**src/rtl/ring_decoder.sv**
```systemverilog
`default_nettype none
// ============================================================================
// Module   : ring_decoder
// Brief    : Receive-side checker for a one-hot ring counter. Samples the ring
//            word on enabled edges. It converts the word to a binary index,
//            checks that the word is one-hot and is a one-position left
//            rotation of the previous word, and tracks lock, laps and errors.
// Options  : RING_DECODER_ERRCNT_EN - build the saturating 8-bit err_count
//            register. When the macro is undefined, err_count is tied to zero.
// Revision : 1.0 - initial release
// ============================================================================
module ring_decoder #(
   parameter int word_size  = 8,
   parameter int lock_count = 4,
   parameter int lap_w      = 8
) (
   input  logic                         clock,
   input  logic                         reset,
   input  logic                         enable,
   input  logic [word_size-1:0]         ring,
   output logic [$clog2(word_size)-1:0] index,
   output logic                         valid,
   output logic                         onehot_err,
   output logic                         seq_err,
   output logic                         locked,
   output logic [lap_w-1:0]             lap_count,
   output logic [7:0]                   err_count
);

   localparam int                   c_idx_w   = $clog2(word_size);
   localparam logic [word_size-1:0] c_one     = word_size'(1);
   localparam logic [lap_w-1:0]     c_lap_one = lap_w'(1);
   localparam logic [7:0]           c_lock    = 8'(lock_count);

   typedef enum logic [1:0] {
      SEEK = 2'd0,
      SYNC = 2'd1,
      LOCK = 2'd2
   } state_t;

   state_t               r_state,      w_state_nxt;
   logic [word_size-1:0] r_expected,   w_expected_nxt;
   logic [7:0]           r_good_cnt,   w_good_nxt;
   logic [c_idx_w-1:0]   r_index,      w_index_nxt;
   logic                 r_valid,      w_valid_nxt;
   logic                 r_onehot_err, w_onehot_err_nxt;
   logic                 r_seq_err,    w_seq_err_nxt;
   logic                 r_locked,     w_locked_nxt;
   logic [lap_w-1:0]     r_lap_count,  w_lap_nxt;

   logic                 w_onehot;
   logic [word_size-1:0] w_rot;
   logic [c_idx_w-1:0]   w_pos;
   logic [7:0]           w_good_inc;

   // Clearing the lowest set bit leaves zero only when exactly one bit is set.
   assign w_onehot   = (ring != '0) && ((ring & (ring - c_one)) == '0);
   assign w_rot      = {ring[word_size-2:0], ring[word_size-1]};
   assign w_good_inc = r_good_cnt + 8'd1;

   // Binary position of the set bit. The result is used only when the word is one-hot.
   always_comb begin
      w_pos = '0;
      for (int i = 0; i < word_size; i++) begin
         if (ring[i]) begin
            w_pos = c_idx_w'(i);
         end
      end
   end

   // Next-state and next-output logic. A disabled edge holds everything and clears the pulses.
   always_comb begin
      w_state_nxt      = r_state;
      w_expected_nxt   = r_expected;
      w_good_nxt       = r_good_cnt;
      w_index_nxt      = r_index;
      w_valid_nxt      = r_valid;
      w_onehot_err_nxt = 1'b0;
      w_seq_err_nxt    = 1'b0;
      w_lap_nxt        = r_lap_count;
      if (enable) begin
         if (!w_onehot) begin
            // A malformed word invalidates any tracking. Start the search again.
            w_onehot_err_nxt = 1'b1;
            w_valid_nxt      = 1'b0;
            w_state_nxt      = SEEK;
            w_good_nxt       = 8'd0;
         end else begin
            w_index_nxt = w_pos;
            w_valid_nxt = 1'b1;
            case (r_state)
               SYNC, LOCK: begin
                  if (ring == r_expected) begin
                     w_expected_nxt = w_rot;
                     if (r_state == SYNC) begin
                        w_good_nxt = w_good_inc;
                        if (w_good_inc == c_lock) begin
                           w_state_nxt = LOCK;
                        end
                     end else if (ring[0]) begin
                        w_lap_nxt = r_lap_count + c_lap_one;
                     end
                  end else begin
                     // The word is one-hot but out of sequence. Re-seed from it.
                     w_seq_err_nxt  = 1'b1;
                     w_expected_nxt = w_rot;
                     w_good_nxt     = 8'd0;
                     w_state_nxt    = SYNC;
                  end
               end
               default: begin
                  // SEEK: the first good word only seeds the prediction.
                  w_expected_nxt = w_rot;
                  w_good_nxt     = 8'd0;
                  w_state_nxt    = SYNC;
               end
            endcase
         end
      end
      w_locked_nxt = (w_state_nxt == LOCK);
   end

   // State and output registers. Reset takes priority over any sample.
   always_ff @(posedge clock) begin
      if (reset) begin
         r_state      <= SEEK;
         r_expected   <= '0;
         r_good_cnt   <= 8'd0;
         r_index      <= '0;
         r_valid      <= 1'b0;
         r_onehot_err <= 1'b0;
         r_seq_err    <= 1'b0;
         r_locked     <= 1'b0;
         r_lap_count  <= '0;
      end else begin
         r_state      <= w_state_nxt;
         r_expected   <= w_expected_nxt;
         r_good_cnt   <= w_good_nxt;
         r_index      <= w_index_nxt;
         r_valid      <= w_valid_nxt;
         r_onehot_err <= w_onehot_err_nxt;
         r_seq_err    <= w_seq_err_nxt;
         r_locked     <= w_locked_nxt;
         r_lap_count  <= w_lap_nxt;
      end
   end

`ifdef RING_DECODER_ERRCNT_EN
   logic [7:0] r_err_count;

   // Error counter. It counts either pulse and stops at 255.
   always_ff @(posedge clock) begin
      if (reset) begin
         r_err_count <= 8'd0;
      end else if ((w_onehot_err_nxt || w_seq_err_nxt) && (r_err_count != 8'hFF)) begin
         r_err_count <= r_err_count + 8'd1;
      end
   end

   assign err_count = r_err_count;
`else
   assign err_count = 8'd0;
`endif

   assign index      = r_index;
   assign valid      = r_valid;
   assign onehot_err = r_onehot_err;
   assign seq_err    = r_seq_err;
   assign locked     = r_locked;
   assign lap_count  = r_lap_count;

endmodule
`default_nettype wire

```
**config.mk**
```make
export PLATFORM = sky130hd
export DESIGN_NAME = ring_decoder
export DESIGN_NICKNAME = d
export VERILOG_FILES = /design/src/rtl/ring_decoder.sv
export SDC_FILE = /design/constraint.sdc
export NUM_CORES = 1
export LEC_CHECK = 0
export ABC_AREA = 1
export CORE_MARGIN = 2
export CORE_UTILIZATION = 50
export DETAILED_ROUTE_END_ITERATION = 7
export PLACE_DENSITY = 0.82
export SLEW_MARGIN = 0
export SYNTH_ARGS = -nofsm -noshare
export SYNTH_HDL_FRONTEND = slang
export SYNTH_SLANG_ARGS = --single-unit
export TNS_END_PERCENT = 5
```
**constraint.sdc**
```tcl
create_clock -name clock -period 2 [get_ports clock]
set_clock_uncertainty 0.2 [all_clocks]
set_input_delay 0.3 -clock clock [delete_from_list [all_inputs] [get_ports clock]]
set_output_delay 0.3 -clock clock [all_outputs]
set_load 0.02 [all_outputs]
```
### Word-level counts from Yosys, hierarchy flattened

Cells that the tools add are included.

| storage, ports and cells | value |
|---|---|
| output and inout port bits | 23 |
| flip-flop bits (word level) | 33 |
| input bits | 11 |
| word-level logic and storage cells | 52 |

| operators by class | value |
|---|---|
| equality and inequality tests | 6 |
| multiplexer cells | 20 |
| reductions and logical operators | 9 |
| add/sub/neg operators | 3 |
| bitwise logic cells | 5 |

Operators with widths:

| kind | number |
|---|---|
| 8-bit 2-to-1 mux | 4 |
| 3-bit 2-to-1 mux | 6 |
| 8-bit by 1-bit adder with 8-bit output (second input constant) | 2 |
| 2-bit 2-to-1 mux | 6 |
| 8-bit AND | 1 |
| 8-bit by 3-bit == test with 1-bit output (second input constant) | 1 |
| 8-bit == test | 1 |
| 8-bit logical NOT | 1 |
| 8-bit nonzero test | 1 |
| 8-bit by 1-bit subtractor with 8-bit output (second input constant) | 1 |
| 6-bit AND reduction | 1 |
| 2-bit == test (second input constant) | 2 |
| 1-bit 2-to-1 mux | 4 |
| 4-bit != test (second input constant) | 1 |
| 1-bit NOT | 4 |
| 2-bit AND reduction | 2 |
| 2-bit OR reduction | 2 |
| 4-bit OR reduction | 1 |
| 2-bit by 1-bit == test with 1-bit output (second input constant) | 1 |
| 1-bit logical AND | 1 |

### Depth between registers and ports, before layout

| logic depth | value |
|---|---|
| word-level depth | 9 |
| mapped depth | 13 |
| depth with buffers taken out | 12 |

### Worst setup path before layout

Ideal clock, no wire load.

| timing path | value |
|---|---|
| path kind | register to register |
| start | register r_good_cnt[0] |
| end | register r_state[0] |
| setup slack | 0.347 ns |
| cell stages (with the launch flop) | 11 |
| arrival time | 1.320 ns |
| setup time | 0.132 ns |
| data required time | 1.668 ns |
| cell sequence | dfxtp_1 > ha_1 > nand3_1 > o21ai_0 > nand2_1 > nor2_1 > nand2_1 > nand2_1 > nand2_1 > nand2_1 > a21oi_1 |

| between the ends | value |
|---|---|
| longest elaborated chain between the ends | 8 |

RTL lines:

| element | RTL line | RTL |
|---|---|---|
| from (decl) | 43 | `logic [7:0] r_good_cnt, w_good_nxt;` |
| from (signal assigned) | 138 | `r_good_cnt <= w_good_nxt;` |
| 8-bit by 1-bit adder with 8-bit output | 59 | `assign w_good_inc = r_good_cnt + 8'd1;` |
| 8-bit by 3-bit == test with 1-bit output | 97 | `if (w_good_inc == c_lock) begin` |
| 2-bit 2-to-1 mux | 97 |  |
| 2-bit 2-to-1 mux | 95 | `if (r_state == SYNC) begin` |
| 2-bit 2-to-1 mux | 93 | `if (ring == r_expected) begin` |
| 2-bit 2-to-1 mux | 91 | `case (r_state)` |
| 2-bit 2-to-1 mux | 82 | `if (!w_onehot) begin` |
| 2-bit 2-to-1 mux | 81 | `if (enable) begin` |
| to (signal assigned) | 136 | `r_state <= w_state_nxt;` |
| to (decl) | 41 | `state_t r_state, w_state_nxt;` |

No other way between the ends.
A chain may end at the register's enable or synchronous reset.

### Worst setup path in the final report

| timing path | value |
|---|---|
| start | input ring[3] |
| end | register r_index[2] (netlist: index[2]) |

| between the ends | value |
|---|---|
| longest elaborated chain between the ends | 5 |
| elaborated cells between the ends (all ways) | 11 |
| those cells by class | add/sub: 1; mux: 5; bitwise: 1; reduce/logical: 4 |

RTL lines:

| element | RTL line | RTL |
|---|---|---|
| from (decl) | 20 | `input logic [word_size-1:0] ring,` |
| 8-bit by 1-bit subtractor with 8-bit output or 3-bit 2-to-1 mux (tied branches) | 57, 65 |  |
| 8-bit AND or 3-bit 2-to-1 mux (tied branches) | 57, 65 |  |
| 8-bit logical NOT or 3-bit 2-to-1 mux (tied branches) | 57, 65 |  |
| 1-bit logical AND or 3-bit 2-to-1 mux (tied branches) | 57, 65 |  |
| 2-bit AND reduction (no line) or 3-bit 2-to-1 mux (tied branches) | -- |  |
| to (signal assigned) | 139 | `r_index <= w_index_nxt;` |
| to (decl) | 44 | `logic [c_idx_w-1:0] r_index, w_index_nxt;` |

Several ways; a longest one is shown, not always the timed one.

==> impl_metrics.json <==
{
  "post_synth_inst_count": 294,
  "drv_cap": 0,
  "tns_ns": 0,
  "drt_wl_total_mm": 4.43,
  "vias_in_the_first_global_route": 1779,
  "port_buffers": 25,
  "insertion_delay_ns": 0.29,
  "detail_route.vias_per_cell": 4.99,
  "yosys.area.top_type_share_pct": 34.2,
  "holdBufCountCts": 0,
  "clock_tree.root_cell": "sky130_fd_sc_hd__clkbuf_8",
  "grt_util_all_layers_pct": 21.9,
  "net_switching_power_uw": 349,
  "cp.required_ns": 2.02,
  "worst-path-max-fanout": 15,
  "synthToLayoutAreaGrowth_pct": 32.0,
  "place_inst": 384,
  "critical_path.slowest_cell": "sky130_fd_sc_hd__dlygate4sd2_1",
  "initial_antenna_violation_count": 0,
  "core_area_um2": 3690,
  "power.combinational.fraction_pct": 12.3,
  "outcome": "finished, final reports clean",
  "worst_setup_path_startpoint": "ring[3]",
  "worst-r2r-setup-slack_ns": 0.27,
  "maximum_vdd_drop_v": 0.000616,
  "global_route.overflow_total": 0,
  "period_minus_slack_ns": 1.87,
  "critical_path.reg2reg.startpoint": "r_state[0]$_SDFF_PP0_",
  "ys_seq_area_share_pct": 34.2,
  "layout.cells.most_common": "sky130_fd_sc_hd__nand2_1",
  "ys_types": 26,
  "drtPass1Iterations": 5,
  "detailroute.via_count": 1961,
  "cts.clk_slew.worst_paths_ns": 0.07,
  "finalInstanceArea_um2": 2550,
  "route.antenna.remaining_nets": 0,
  "drt_iter0_drc": 138,
  "post_synth_main_area_contributors": "sky130_fd_sc_hd__dfxtp_1, sky130_fd_sc_hd__nand2_1, sky130_fd_sc_hd__nor2_1",
  "num_rows": 22,
  "cell_leakage_power_uw": 0.00118,
  "powerDensity_nw_per_um2": 547,
  "place.detailed.hpwl_mm": 3.08,
  "largest_net_degree_at_the_start_of_global_routing": 21,
  "initial_core_util_pct": 52.4,
  "synthesis.area_um2": 1930,
  "post-route-drc-count": 0,
  "reg2reg_to": "r_good_cnt[5]$_SDFFE_PP0P_",
  "pwr-share-clk_pct": 39.2,
  "n_antenna_cell": 0,
  "worst_pin_slew_ns": 0.564,
  "hold_viol": 0,
  "setup_viol": 0,
  "rsz0062_at_grt": "no",
  "fin_max_slew_vios": 0,
  "utilization_pct": 69.2,
  "worstSetupEndpoint": "index[2]$_SDFFE_PP0P_",
  "setup.worst_path.class": "in2reg",
  "internal_power_uw": 1050,
  "gp_congestion": 0.838,
  "synth.ff_latch_count": 33,
  "maxClockFrequency_ghz": 0.534,
  "crit_path_start_kind": "primary input",
  "number_of_buffers_added_by_the_clock_tree_synthesis_step": 5,
  "worst_hold_path_type": "in2reg",
  "stdcell_count": 393,
  "die-area_um2": 4380,
  "total_area_of_sequential_cells_um2": 661,
  "htreeDepth": 2,
  "cp-end-kind": "flop",
  "ys.warnings.count": 0,
  "placed_cell_area_um2": 2380,
  "mostFrequentLayoutCells": "sky130_fd_sc_hd__nand2_1, sky130_fd_sc_hd__nor2_1, sky130_fd_sc_hd__dfxtp_1",
  "worstPathCellList": "dlygate4sd2_1, nor2_2, nand2_2, o21ai_4, nand3_4, buf_4, nor2_4, buf_12, o21ai_0, a21oi_1",
  "total_power_uw": 1400,
  "clock_path_buffers": 2,
  "drive_above_1_share_pct": 14.8,
  "grt_first_pass_wirelength_mm": 7.46,
  "worst-endpoint-arrival_ns": 1.89,
  "clock-sinks": 33,
  "synth_area_leader_cell": "sky130_fd_sc_hd__dfxtp_1",
  "worst_path_largest_cell_delay_ns": 0.29,
  "ff2ff_path_depth": 9,
  "slew_headroom_pct": 62.4,
  "routedWlPerCell_um": 11.3,
  "cts_tree": "yes",
  "sw_frac_of_total_pct": 25.0,
  "fp.dieW_um": 66.2,
  "post-route-period-util_pct": 93.6,
  "finalNetCount": 359,
  "power_frac_seq_pct": 48.5,
  "syn-mean-instance-area_um2": 6.58,
  "multiInputGateArea_um2": 1130,
  "die_height_um": 66.2,
  "ios": 34,
  "num-fill-cells": 310
}
area by class of cell:
type	count	share of cell area, %
repair buffers	51	19.1
clock buffers	7	3.78
inverters	30	4.41
clock inverters	1	0.196
multi-input cells	223	44.3
flip-flops and latches	33	25.9
well taps	48	2.35
per-stage QoR:
step / setup slack [ns] / hold WS (ns)
after global placement: -0.354 / 0.261
after CTS: -0.0620 / 0.271
after global routing: 0.00622 / 0.225
after detailed placement: -0.411 / 0.261
after floorplan: 0.347 / 0.178
final: 0.128 / 0.207
logic make-up after synthesis:
group                    Yosys count  synth area share, %
AO/OA/AOI/OAI                     35                 9.45
buffers and inverters             45                 11.1
other                              1                0.194
AND/OR/NAND/NOR                  164                 37.0
flip-flops                        33                 34.2
XOR/XNOR                          12                 5.44
adder cells (fa/ha/maj)            4                 2.59
routing by layer:
metal / GRT usage (%) / part of all wire [%]
met5: 0 / 0
met4: 7.40 / 2.1
met3: 5.11 / 4.5
met2: 37.0 / 47
met1: 27.2 / 46
worst min path at each step:
stage,startpoint,end,slack [ns],depth (start not counted)
3_3_place_gp,valid$_SDFFE_PP0P_,valid$_SDFFE_PP0P_,0.26,2
4_1_cts,r_expected[5]$_SDFFE_PP0P_,r_expected[5]$_SDFFE_PP0P_,0.27,2
6_report,ring[2],r_expected[3]$_SDFFE_PP0P_,0.21,3
3_5_place_dp,r_expected[5]$_SDFFE_PP0P_,r_expected[5]$_SDFFE_PP0P_,0.26,2
5_1_grt,ring[2],r_expected[3]$_SDFFE_PP0P_,0.22,3
2_1_floorplan,reset,seq_err$_SDFF_PP0_,0.18,1
power by group through the flow:
stage / sequential [uW] / clock [uW] / combinational, uW
global placement: 691 / 0 / 160
detailed placement: 691 / 0 / 162
global route: 678 / 587 / 190
finish: 677 / 547 / 172
CTS: 677 / 559 / 167
floorplan: 690 / 0 / 106
worst max-delay path, delay by kind of cell:
| family | cells | cell delay (ns) |
|---|---|---|
| buf+inv | 3 | 0.62 |
| compound gates | 3 | 0.43 |
| simple gates | 4 | 0.54 |
cell usage after synthesis:
cell type,instances
sky130_fd_sc_hd__a21oi_1,20
sky130_fd_sc_hd__buf_2,1
sky130_fd_sc_hd__buf_4,10
sky130_fd_sc_hd__buf_6,1
sky130_fd_sc_hd__clkbuf_1,3
sky130_fd_sc_hd__conb_1,1
sky130_fd_sc_hd__dfxtp_1,33
sky130_fd_sc_hd__ha_1,4
sky130_fd_sc_hd__inv_1,30
sky130_fd_sc_hd__nand2_1,86
sky130_fd_sc_hd__nand2_2,1
sky130_fd_sc_hd__nand3_1,11
sky130_fd_sc_hd__nand3_2,1
sky130_fd_sc_hd__nand3_4,1
sky130_fd_sc_hd__nand3b_1,3
sky130_fd_sc_hd__nand4_1,11
sky130_fd_sc_hd__nor2_1,42
sky130_fd_sc_hd__nor2_2,1
sky130_fd_sc_hd__nor2_4,2
sky130_fd_sc_hd__nor3_1,4
sky130_fd_sc_hd__nor4_1,1
sky130_fd_sc_hd__o21ai_0,12
sky130_fd_sc_hd__o21ai_1,1
sky130_fd_sc_hd__o21ai_2,2
sky130_fd_sc_hd__xnor2_1,9
sky130_fd_sc_hd__xor2_1,3
state kept, by name (all words and copies together), names as in the netlist:
| name | flops |
|---|---|
| r_state | 2 |
| seq_err | 1 |
| r_expected | 8 |
| valid | 1 |
| index | 3 |
| r_good_cnt | 8 |
| lap_count | 8 |
| locked | 1 |
| onehot_err | 1 |
timing repair:
| action | in CTS | in global routing |
|---|---|---|
| gates resized for setup | 9 | 13 |
| setup endpoints to repair | 30 | 32 |
| setup buffers | 1 | 0 |
| pin swaps | 1 | 6 |
No activity file was read; power rests on OpenSTA's default activity.
